File: config.mk
export PLATFORM = sky130hd
export DESIGN_NAME = addac_seq_ctrl
export DESIGN_NICKNAME = d
export VERILOG_FILES = /design/src/rtl/addac_seq_ctrl.sv
export SDC_FILE = /design/constraint.sdc
export NUM_CORES = 1
export LEC_CHECK = 0
export CORE_MARGIN = 1
export CORE_UTILIZATION = 42
export DETAILED_ROUTE_END_ITERATION = 12
export PLACE_DENSITY = 0.72
export RECOVER_POWER = 100
export SYNTH_ARGS = -nofsm -noshare
export SYNTH_HDL_FRONTEND = slang
export SYNTH_SLANG_ARGS = --single-unit
File: constraint.sdc
create_clock -name clk -period 1.6 [get_ports clk]
set_clock_uncertainty 0.1 [all_clocks]
set_input_delay 0.32 -clock clk [delete_from_list [all_inputs] [get_ports clk]]
set_output_delay 0.32 -clock clk [all_outputs]
set_load 0.03 [all_outputs]
File: src/rtl/addac_seq_ctrl.sv
// ---------------------------------------------------------------------------
// addac_seq_ctrl
// Sequencer for the addac add/accumulate datapath. It accepts a "sum N
// operands" command, clears the accumulator, streams the operands into
// addac, tracks carry-out as a sticky overflow flag and returns the sum.
// It is the sole driver of addac's sel1/sel0/a; addac shares clk.
//
// Optional feature macro: ADDAC_SAT_EN
//   defined   : saturating result (all-ones) once any add carried out
//   undefined : modulo 2**DATA_W wrap-around result (default build)
//
// Reset: rst is asynchronous and active-low.
// ---------------------------------------------------------------------------
module addac_seq_ctrl #(
    parameter int DATA_W = 4,
    parameter int CNT_W  = 4
) (
    input  logic              clk,
    input  logic              rst,
    input  logic              cmd_valid,
    output logic              cmd_ready,
    input  logic [CNT_W-1:0]  cmd_len,
    input  logic              op_valid,
    output logic              op_ready,
    input  logic [DATA_W-1:0] op_data,
    output logic              addac_sel1,
    output logic              addac_sel0,
    output logic [DATA_W-1:0] addac_a,
    input  logic              addac_cout,
    input  logic [DATA_W-1:0] addac_s,
    output logic              res_valid,
    input  logic              res_ready,
    output logic [DATA_W-1:0] res_sum,
    output logic              res_ovf,
    output logic              busy
);

    // addac select encoding {sel1,sel0}
    localparam logic [1:0] SEL_HOLD = 2'b00;
    localparam logic [1:0] SEL_LOAD = 2'b01;
    localparam logic [1:0] SEL_ACC  = 2'b10;
    localparam logic [1:0] SEL_CLR  = 2'b11;

    typedef enum logic [2:0] {
        S_IDLE  = 3'd0,
        S_CLR   = 3'd1,
        S_ACC   = 3'd2,
        S_DRAIN = 3'd3,
        S_DONE  = 3'd4
    } state_t;

    state_t              state_q, state_d;
    logic [CNT_W-1:0]    rem_q, rem_d;
    logic                ovf_q, ovf_d;
    logic [1:0]          sel_q, sel_d;
    logic [DATA_W-1:0]   a_q, a_d;
    // iss_pipe tracks any non-hold addac op in flight, add_pipe only adds;
    // bit 0 = registered on the last edge, bit 1 = landed in addac on the last edge
    logic [1:0]          iss_pipe_q, iss_pipe_d;
    logic [1:0]          add_pipe_q, add_pipe_d;
    logic                issue_s, add_s;
    logic                res_valid_q, res_valid_d;
    logic [DATA_W-1:0]   res_sum_q, res_sum_d;
    logic                cmd_ready_q, cmd_ready_d;
    logic                op_ready_q, op_ready_d;
    logic                busy_q, busy_d;
`ifdef ADDAC_SAT_EN
    logic                load_done_q, load_done_d;
`endif

    // Next-state, addac command and result computation
    always_comb begin
        state_d     = state_q;
        rem_d       = rem_q;
        // carry is only meaningful in the cycle after an add has landed
        ovf_d       = ovf_q | (add_pipe_q[1] & addac_cout);
        sel_d       = SEL_HOLD;
        a_d         = a_q;
        issue_s     = 1'b0;
        add_s       = 1'b0;
        res_valid_d = res_valid_q;
        res_sum_d   = res_sum_q;
`ifdef ADDAC_SAT_EN
        load_done_d = load_done_q;
`endif

        case (state_q)
            S_IDLE: begin
                if (cmd_valid) begin
                    rem_d   = cmd_len;
                    ovf_d   = 1'b0;
                    state_d = S_CLR;
                end else begin
                    state_d = S_IDLE;
                end
            end

            S_CLR: begin
                sel_d   = SEL_CLR;
                issue_s = 1'b1;
                ovf_d   = 1'b0;
`ifdef ADDAC_SAT_EN
                load_done_d = 1'b0;
`endif
                if (rem_q != {CNT_W{1'b0}}) begin
                    state_d = S_ACC;
                end else begin
                    state_d = S_DRAIN;
                end
            end

            S_ACC: begin
                if (op_valid && op_ready_q) begin
                    rem_d = rem_q - CNT_W'(1);
                    a_d   = op_data;
`ifdef ADDAC_SAT_EN
                    // once saturated, operands are consumed but not added
                    if (ovf_q) begin
                        sel_d = SEL_HOLD;
                    end else begin
                        sel_d   = SEL_ACC;
                        issue_s = 1'b1;
                        add_s   = 1'b1;
                    end
`else
                    sel_d   = SEL_ACC;
                    issue_s = 1'b1;
                    add_s   = 1'b1;
`endif
                    if (rem_q == CNT_W'(1)) begin
                        state_d = S_DRAIN;
                    end else begin
                        state_d = S_ACC;
                    end
                end else begin
                    sel_d = SEL_HOLD;
                end
            end

            S_DRAIN: begin
                // nothing registered on the last edge: addac_s is final
                if (!iss_pipe_q[0]) begin
`ifdef ADDAC_SAT_EN
                    if (ovf_d && !load_done_q) begin
                        sel_d       = SEL_LOAD;
                        a_d         = {DATA_W{1'b1}};
                        issue_s     = 1'b1;
                        load_done_d = 1'b1;
                    end else begin
                        res_sum_d   = addac_s;
                        res_valid_d = 1'b1;
                        state_d     = S_DONE;
                    end
`else
                    res_sum_d   = addac_s;
                    res_valid_d = 1'b1;
                    state_d     = S_DONE;
`endif
                end else begin
                    state_d = S_DRAIN;
                end
            end

            S_DONE: begin
                if (res_ready) begin
                    res_valid_d = 1'b0;
                    state_d     = S_IDLE;
                end else begin
                    state_d = S_DONE;
                end
            end

            default: begin
                state_d = S_IDLE;
            end
        endcase

        iss_pipe_d  = {iss_pipe_q[0], issue_s};
        add_pipe_d  = {add_pipe_q[0], add_s};
        cmd_ready_d = (state_d == S_IDLE);
        op_ready_d  = (state_d == S_ACC);
        busy_d      = (state_d != S_IDLE);
    end

    // State and registered-output flops
    always_ff @(posedge clk or negedge rst) begin
        if (!rst) begin
            state_q     <= S_IDLE;
            rem_q       <= {CNT_W{1'b0}};
            ovf_q       <= 1'b0;
            sel_q       <= SEL_HOLD;
            a_q         <= {DATA_W{1'b0}};
            iss_pipe_q  <= 2'b00;
            add_pipe_q  <= 2'b00;
            res_valid_q <= 1'b0;
            res_sum_q   <= {DATA_W{1'b0}};
            cmd_ready_q <= 1'b1;
            op_ready_q  <= 1'b0;
            busy_q      <= 1'b0;
        end else begin
            state_q     <= state_d;
            rem_q       <= rem_d;
            ovf_q       <= ovf_d;
            sel_q       <= sel_d;
            a_q         <= a_d;
            iss_pipe_q  <= iss_pipe_d;
            add_pipe_q  <= add_pipe_d;
            res_valid_q <= res_valid_d;
            res_sum_q   <= res_sum_d;
            cmd_ready_q <= cmd_ready_d;
            op_ready_q  <= op_ready_d;
            busy_q      <= busy_d;
        end
    end

`ifdef ADDAC_SAT_EN
    // Tracks whether the saturation load has already been issued
    always_ff @(posedge clk or negedge rst) begin
        if (!rst) begin
            load_done_q <= 1'b0;
        end else begin
            load_done_q <= load_done_d;
        end
    end
`endif

    assign addac_sel1 = sel_q[1];
    assign addac_sel0 = sel_q[0];
    assign addac_a    = a_q;
    assign res_valid  = res_valid_q;
    assign res_sum    = res_sum_q;
    assign res_ovf    = ovf_q;
    assign cmd_ready  = cmd_ready_q;
    assign op_ready   = op_ready_q;
    assign busy       = busy_q;

endmodule

# --- Word level (Yosys, flattened, before mapping) ---
# Index checks and enable logic that the tools add are counted.
# W data, S select, Z words.
totals:
  ff_bits: 25
  in_bits: 18
  word_cells: 57
op_classes:
  addsub: 1
  n_eq_ne: 10
  mux: 20
  bitwise_logic: 3
  reduce_logical: 11
ops:
  columns: ["operator", "count"]
  rows:
  - ["$pmux W3 S5", 1]
  - ["$eq A3 B2 Y1 const B", 3]
  - ["$mux W3", 3]
  - ["$mux W1", 8]
  - ["$mux W4", 2]
  - ["$ne A2 B2 Y1 const B", 4]
  - ["$pmux W4 S2", 1]
  - ["$logic_not A3 Y1", 2]
  - ["$pmux W1 S2", 3]
  - ["$reduce_and A3 Y1", 2]
  - ["$eq A4 B1 Y1 const B", 1]
  - ["$pmux W2 S2", 1]
  - ["$reduce_and A2 Y1", 2]
  - ["$reduce_bool A2 Y1", 2]
  - ["$reduce_bool A4 Y1", 1]
  - ["$sub A4 B1 Y4 const B", 1]
  - ["$eq A3 B1 Y1 const B", 1]
  - ["$eq A3 B3 Y1 const B", 1]
  - ["$reduce_bool A3 Y1", 1]
  - ["$mux W2", 1]
  - ["$and A1 B1 Y1", 1]
  - ["$logic_and A1 B1 Y1", 1]
  - ["$not A1 Y1", 1]
  - ["$or A1 B1 Y1", 1]

# --- Logic depth before layout (Yosys ltp) ---
logic_depth:
  word_depth: 5
  mapped_depth: 5

# --- Worst setup path after synthesis ---
# Ideal clock, no wire load.
synth_path:
  path_kind: "reg2reg"
  startpoint: "register iss_pipe_q[0]"
  endpoint: "register res_sum_q[0] (netlist: res_sum[0])"
  setup_ns: 0.125
  arrival_ns: 1.332
  slack_ns: 0.043
  stages_incl_launch_ff: 5
  path_buffers: 1
  cell_sequence: "dfrtp_1 > nor2b_1 > and3_1 > clkbuf_1 > mux2_2"
synth_via:
  elab_chain_len: 2
synth_lines:
  columns: ["element", "line", "text"]
  rows:
  - ["start: declaration", "59", "logic [1:0] iss_pipe_q, iss_pipe_d;"]
  - ["start signal: assignment", "206", "iss_pipe_q <= iss_pipe_d;"]
  - ["$not A1 Y1 (no source line)", null, null]
  - ["$reduce_and A2 Y1 (no source line)", null, null]
  - ["end signal: assignment", "196", "res_sum_q <= {DATA_W{1'b0}};"]
  - ["end signal: assignment", "209", "res_sum_q <= res_sum_d;"]
  - ["end: declaration", "63", "logic [DATA_W-1:0] res_sum_q, res_sum_d;"]
# No other way between the ends.
# A chain may end at the register's enable or synchronous reset.

# --- Worst setup path after layout ---
layout_path:
  startpoint: "register state_q[2]"
  endpoint: "register state_q[0]"
layout_via:
  elab_chain_len: 2
  word_cells_on_any_way: 6
  cone_classes: "eq/ne (4); mux (1); reduce/logical (1)"
layout_lines:
  columns: ["element", "line", "text"]
  rows:
  - ["start: declaration", "52", "state_t state_q, state_d;"]
  - ["start signal: assignment", "201", "state_q <= state_d;"]
  - ["$eq A3 B3 Y1, or another cell as far along", "87", "case (state_q)"]
  - ["$pmux W3 S5 *", "87", null]
  - ["via state_d[0]", "52", null]
# The timed path passes the listed nets; every way through them passes the cells marked *.

==> results_tabular.tex <==
\begin{tabular}{lr}
\hline
Metric & Value \\
\hline
\multicolumn{2}{l}{\textbf{Global route}} \\
\quad Met3 usage & 3.06\% \\
\quad Global-route wire length before repair & 3980 um \\
\quad Grt ovf & 0 \\
\quad Number of antenna violations at the first check in global routing & 0 \\
\quad Global Route met1 Usage & 25.7\% \\
\quad Overall Global Routing Usage & 19.1\% \\
\quad Met2 layer usage reported by global route & 31.9\% \\
\quad Pin count of the biggest net entering global routing & 25 \\
\quad Number of global-route vias before repair & 900 \\
\quad Global routing's busiest layer & met2 \\
\multicolumn{2}{l}{\textbf{Layout}} \\
\quad Number of nets in the finished design & 165 \\
\quad Final standard cell utilization of the core & 64.2\% \\
\quad Share of cells above drive strength 1 & 21.7\% \\
\quad Fill cells & 209 \\
\quad Antenna diode instance count & 0 \\
\quad Syn-to-layout area delta & 41.4\% \\
\quad Count of placed standard cells in the final layout, fillers left out & 173 \\
\multicolumn{2}{l}{\textbf{Critical path}} \\
\quad Launch point of the worst path & state\_q[2]\$\_DFF\_PN0\_ \\
\quad Startpoint kind of the worst setup timing path & register \\
\quad Start-to-end type of the worst setup path & register to register \\
\quad Data arrival, critical path & 1.69 ns \\
\quad Reg2reg start & state\_q[2]\$\_DFF\_PN0\_ \\
\quad Data required time at the worst endpoint & 1.71 ns \\
\quad Kind of capture point of the worst setup path & register \\
\quad Maximum fanout encountered on the critical timing path & 7 \\
\multicolumn{2}{l}{\textbf{STA}} \\
\quad Unrepaired setup endpoints after global routing & yes \\
\quad Min setup slack post-route & 0.0273 ns \\
\quad Tmin final & 1.57 ns \\
\quad Pins over their slew limit & 0 \\
\quad Count of final hold-check violations & 0 \\
\quad Setup violation total in the final timing report & 0 \\
\quad Fraction of the cycle the final worst path needs & 98.3\% \\
\quad Worst-case headroom to the max-slew limit & 61.2\% \\
\quad Pin slew with the least headroom to its limit & 0.582 ns \\
\quad Maximum clock frequency & 636 MHz \\
\multicolumn{2}{l}{\textbf{Pwr}} \\
\quad Sequential share of power & 32.6\% \\
\quad Internal power consumption & 1930 uW \\
\quad Net switching component of the power & 1360 uW \\
\quad Share of power burned in the clock network & 13.5\% \\
\quad Total power density per cell area & 2030 mW/mm\^{}2 \\
\quad Fraction of power consumed by combinational cells & 53.9\% \\
\quad Proportion of total power due to net switching & 41.4\% \\
\quad Maximum vdd ir drop & 1260 uV \\
\quad Leak Pwr & 0.000775 uW \\
\multicolumn{2}{l}{\textbf{Place}} \\
\quad Input/output buffers & 32 \\
\quad RePlAce Congestion & 0.772 \\
\quad Pre-CTS setup slack & -0.229 ns \\
\quad Placed wire-length estimate after detailed placement & 1870 um \\
\quad Placed Cells & 169 \\
\multicolumn{2}{l}{\textbf{Detailed routing}} \\
\quad Final routed DRC violation total & 0 \\
\quad Avg WL per Cell & 14.3 um \\
\quad Post-detailed-routing wire length & 2470 um \\
\quad Antenna Nets Post-Route & 0 \\
\quad Count of routing violations after the opening detailed-route iteration & 13 \\
\quad Drt first pass iters & 4 \\
\quad Detail-routed via count per cell & 5.31 \\
\quad Vias & 919 \\
\multicolumn{2}{l}{\textbf{Floorplanning}} \\
\quad Vertical die dimension & 54.2 um \\
\quad Core Region & 0.00252 mm\^{}2 \\
\quad Die W & 54.2 um \\
\quad Total I/O pin count & 33 \\
\quad Die outline area & 0.00294 mm\^{}2 \\
\quad Initial core utilization & 45.4\% \\
\quad Floorplan row count & 18 \\
\multicolumn{2}{l}{\textbf{Yosys}} \\
\quad Count of distinct cell types in the synthesized netlist & 37 \\
\quad Seq/Total Area, Yosys & 52.6\% \\
\quad Commonest cells in the netlist & 23 x sky130\_fd\_sc\_hd\_\_dfrtp\_1, 7 x sky130\_fd\_sc\_hd\_\_inv\_1 \\
\quad Fraction of synthesis flops using an asynchronous set or reset pin & 100\% \\
\quad Synth Area per Inst & 11.6 um\^{}2 \\
\quad FF+latch count, synth & 24 \\
\quad Most instantiated library cell after synthesis & sky130\_fd\_sc\_hd\_\_dfrtp\_1 \\
\quad Count of mapped cells out of synthesis & 99 \\
\quad Post-synth EDFFs & 0 \\
\quad Post-synthesis cell area & 0.00114 mm\^{}2 \\
\quad Number of warnings printed during yosys synthesis & 0 \\
\quad Most area-hungry cell type in the Yosys netlist & sky130\_fd\_sc\_hd\_\_dfrtp\_1 \\
\quad Yosys top cell area share & 50.3\% \\
\quad Net count after synthesis & 120 \\
\quad Synth Flop Type & sky130\_fd\_sc\_hd\_\_dfrtp\_1 \\
\quad Main area contributors after synthesis & sky130\_fd\_sc\_hd\_\_dfrtp\_1 50\%, sky130\_fd\_sc\_hd\_\_mux2\_1 3.9\%, sky130\_fd\_sc\_hd\_\_mux2\_2 3.9\% \\
\multicolumn{2}{l}{\textbf{CTS}} \\
\quad Clock buffers created by TritonCTS & 3 \\
\quad CTS tree & done \\
\quad Clk\_lat worst skew & 0.32 ns \\
\quad Post-CTS Hold Fix Bufs & 0 \\
\quad Clock Sinks & 24 \\
\quad Post-CTS Setup Repair Bufs & 0 \\
\quad Root buffer selected by CTS & sky130\_fd\_sc\_hd\_\_clkbuf\_4 \\
\quad Clk pin slew, worst setup/hold paths & 0.14 ns \\
\quad Bufs on Longest Clock Path & 2 \\
\quad Number of levels the H-tree was split into & 1 \\
\multicolumn{2}{l}{\textbf{Flow run}} \\
\quad Count of max-cap constraint violations & 0 \\
\multicolumn{2}{l}{\textbf{Min path}} \\
\quad Worst hold path type & register to register \\
\quad Hold path start & add\_pipe\_q[0]\$\_DFF\_PN0\_ \\
\multicolumn{2}{l}{\textbf{Run status}} \\
\quad Run status & complete, no violations \\
\hline
\end{tabular}
[placed cells by master (no fill, tap or decap), drive strengths merged, types with 2 or more instances in the layout]
cell type / count
buf: 9
mux2i: 3
and3: 3
nor2: 5
dfrtp: 23
a211oi: 2
ha: 3
inv: 7
clkbuf: 9
clkdlybuf4s50: 16
nor4: 3
nor3b: 2
mux2: 8
nand2: 4
nor2b: 4
or3: 3
o21ai: 5
dlygate4sd2: 12
a21oi: 4
[what timing repair did]
item,CTS,global route
pin swaps,0,3
gates cloned,0,0
gates resized for setup,20,10
setup endpoints to repair,21,12
[metrics by stage]
step            TNS [ns]  power [uW]  cell area, um^2  hold WS (ns)
6_report               0        3280             1620         0.267
5_1_grt           -0.189        3500             1620         0.291
4_1_cts        -0.000996        3290             1620         0.242
3_5_place_dp       -1.68        2930             1570         0.239
3_3_place_gp       -1.39        2860             1570         0.237
2_1_floorplan          0        2180             1140       -0.0756
[power by group through the flow]
stage               registers, uW  clock network [uW]  logic (uW)
floorplan                    1410                   0         772
global placement             1070                   0        1790
global route                 1110                 477        1920
CTS                          1070                 446        1780
finish                       1070                 444        1770
detailed placement           1080                   0        1850
[registers in the layout, summed over array words and instances, names as in the netlist]
name,count
add_pipe_q,2
addac_a,4
busy,1
cmd_ready,1
iss_pipe_q,1
op_ready,1
rem_q,4
res_ovf,1
res_sum,4
res_valid,1
sel_q,1
state_q,3
[layout make-up]
| cell class | count | area, um^2 | area share (%) |
|---|---|---|---|
| flip-flops and latches | 24 | 602 | 37.2 |
| multi-input cells | 63 | 509 | 31.5 |
| repair buffers | 45 | 392 | 24.2 |
| well taps | 30 | 37.5 | 2.32 |
| clock inverters | 1 | 30.0 | 1.85 |
| inverters | 7 | 26.3 | 1.62 |
| clock buffers | 3 | 22.5 | 1.39 |
[worst max-delay path, stage by stage, from the launching register on]
cell                       delay [ns]
sky130_fd_sc_hd__dfrtp_1         0.38
sky130_fd_sc_hd__buf_4           0.16
sky130_fd_sc_hd__clkbuf_2        0.21
sky130_fd_sc_hd__nor2_2          0.07
sky130_fd_sc_hd__and4_1          0.19
sky130_fd_sc_hd__or3_1           0.35
[logic make-up (layout without fill, tap and decap cells)]
family                   after synthesis  after routing  share of synthesized area, %
AND/OR/NAND/NOR                       31             31                          18.6
flip-flops                            24             24                          52.6
XOR/XNOR                               1              1                         0.765
adder cells (fa/ha/maj)                3              3                          3.28
buffers and inverters                 12             56                          4.59
AO/OA/AOI/OAI                         17             17                          9.73
multiplexers                          11             11                          10.5
[routing by layer]
metal | wire length [um] | part of all wire [%] | up-vias
li1 | - | - | 441
met4 | 21 | 0.85 | 0
met2 | 1180 | 48 | 23
met5 | 0 | 0 | -
met3 | 103 | 4.2 | 2
met1 | 1160 | 47 | 453
[worst paths after layout]
check / endpoint / slack, ns / cells past startpoint
max reg2reg: state_q[0]$_DFF_PN0_ / 0.03 / 5
min reg2reg: add_pipe_q[1]$_DFF_PN0_ / 0.27 / 0
max in group asynchronous: state_q[2]$_DFF_PN0_ / 0.62 / 2
min: add_pipe_q[1]$_DFF_PN0_ / 0.27 / 0
max: state_q[0]$_DFF_PN0_ / 0.03 / 5
min in group asynchronous: rem_q[0]$_DFFE_PN0P_ / 0.40 / 2
(Power assumes the default switching activity.)
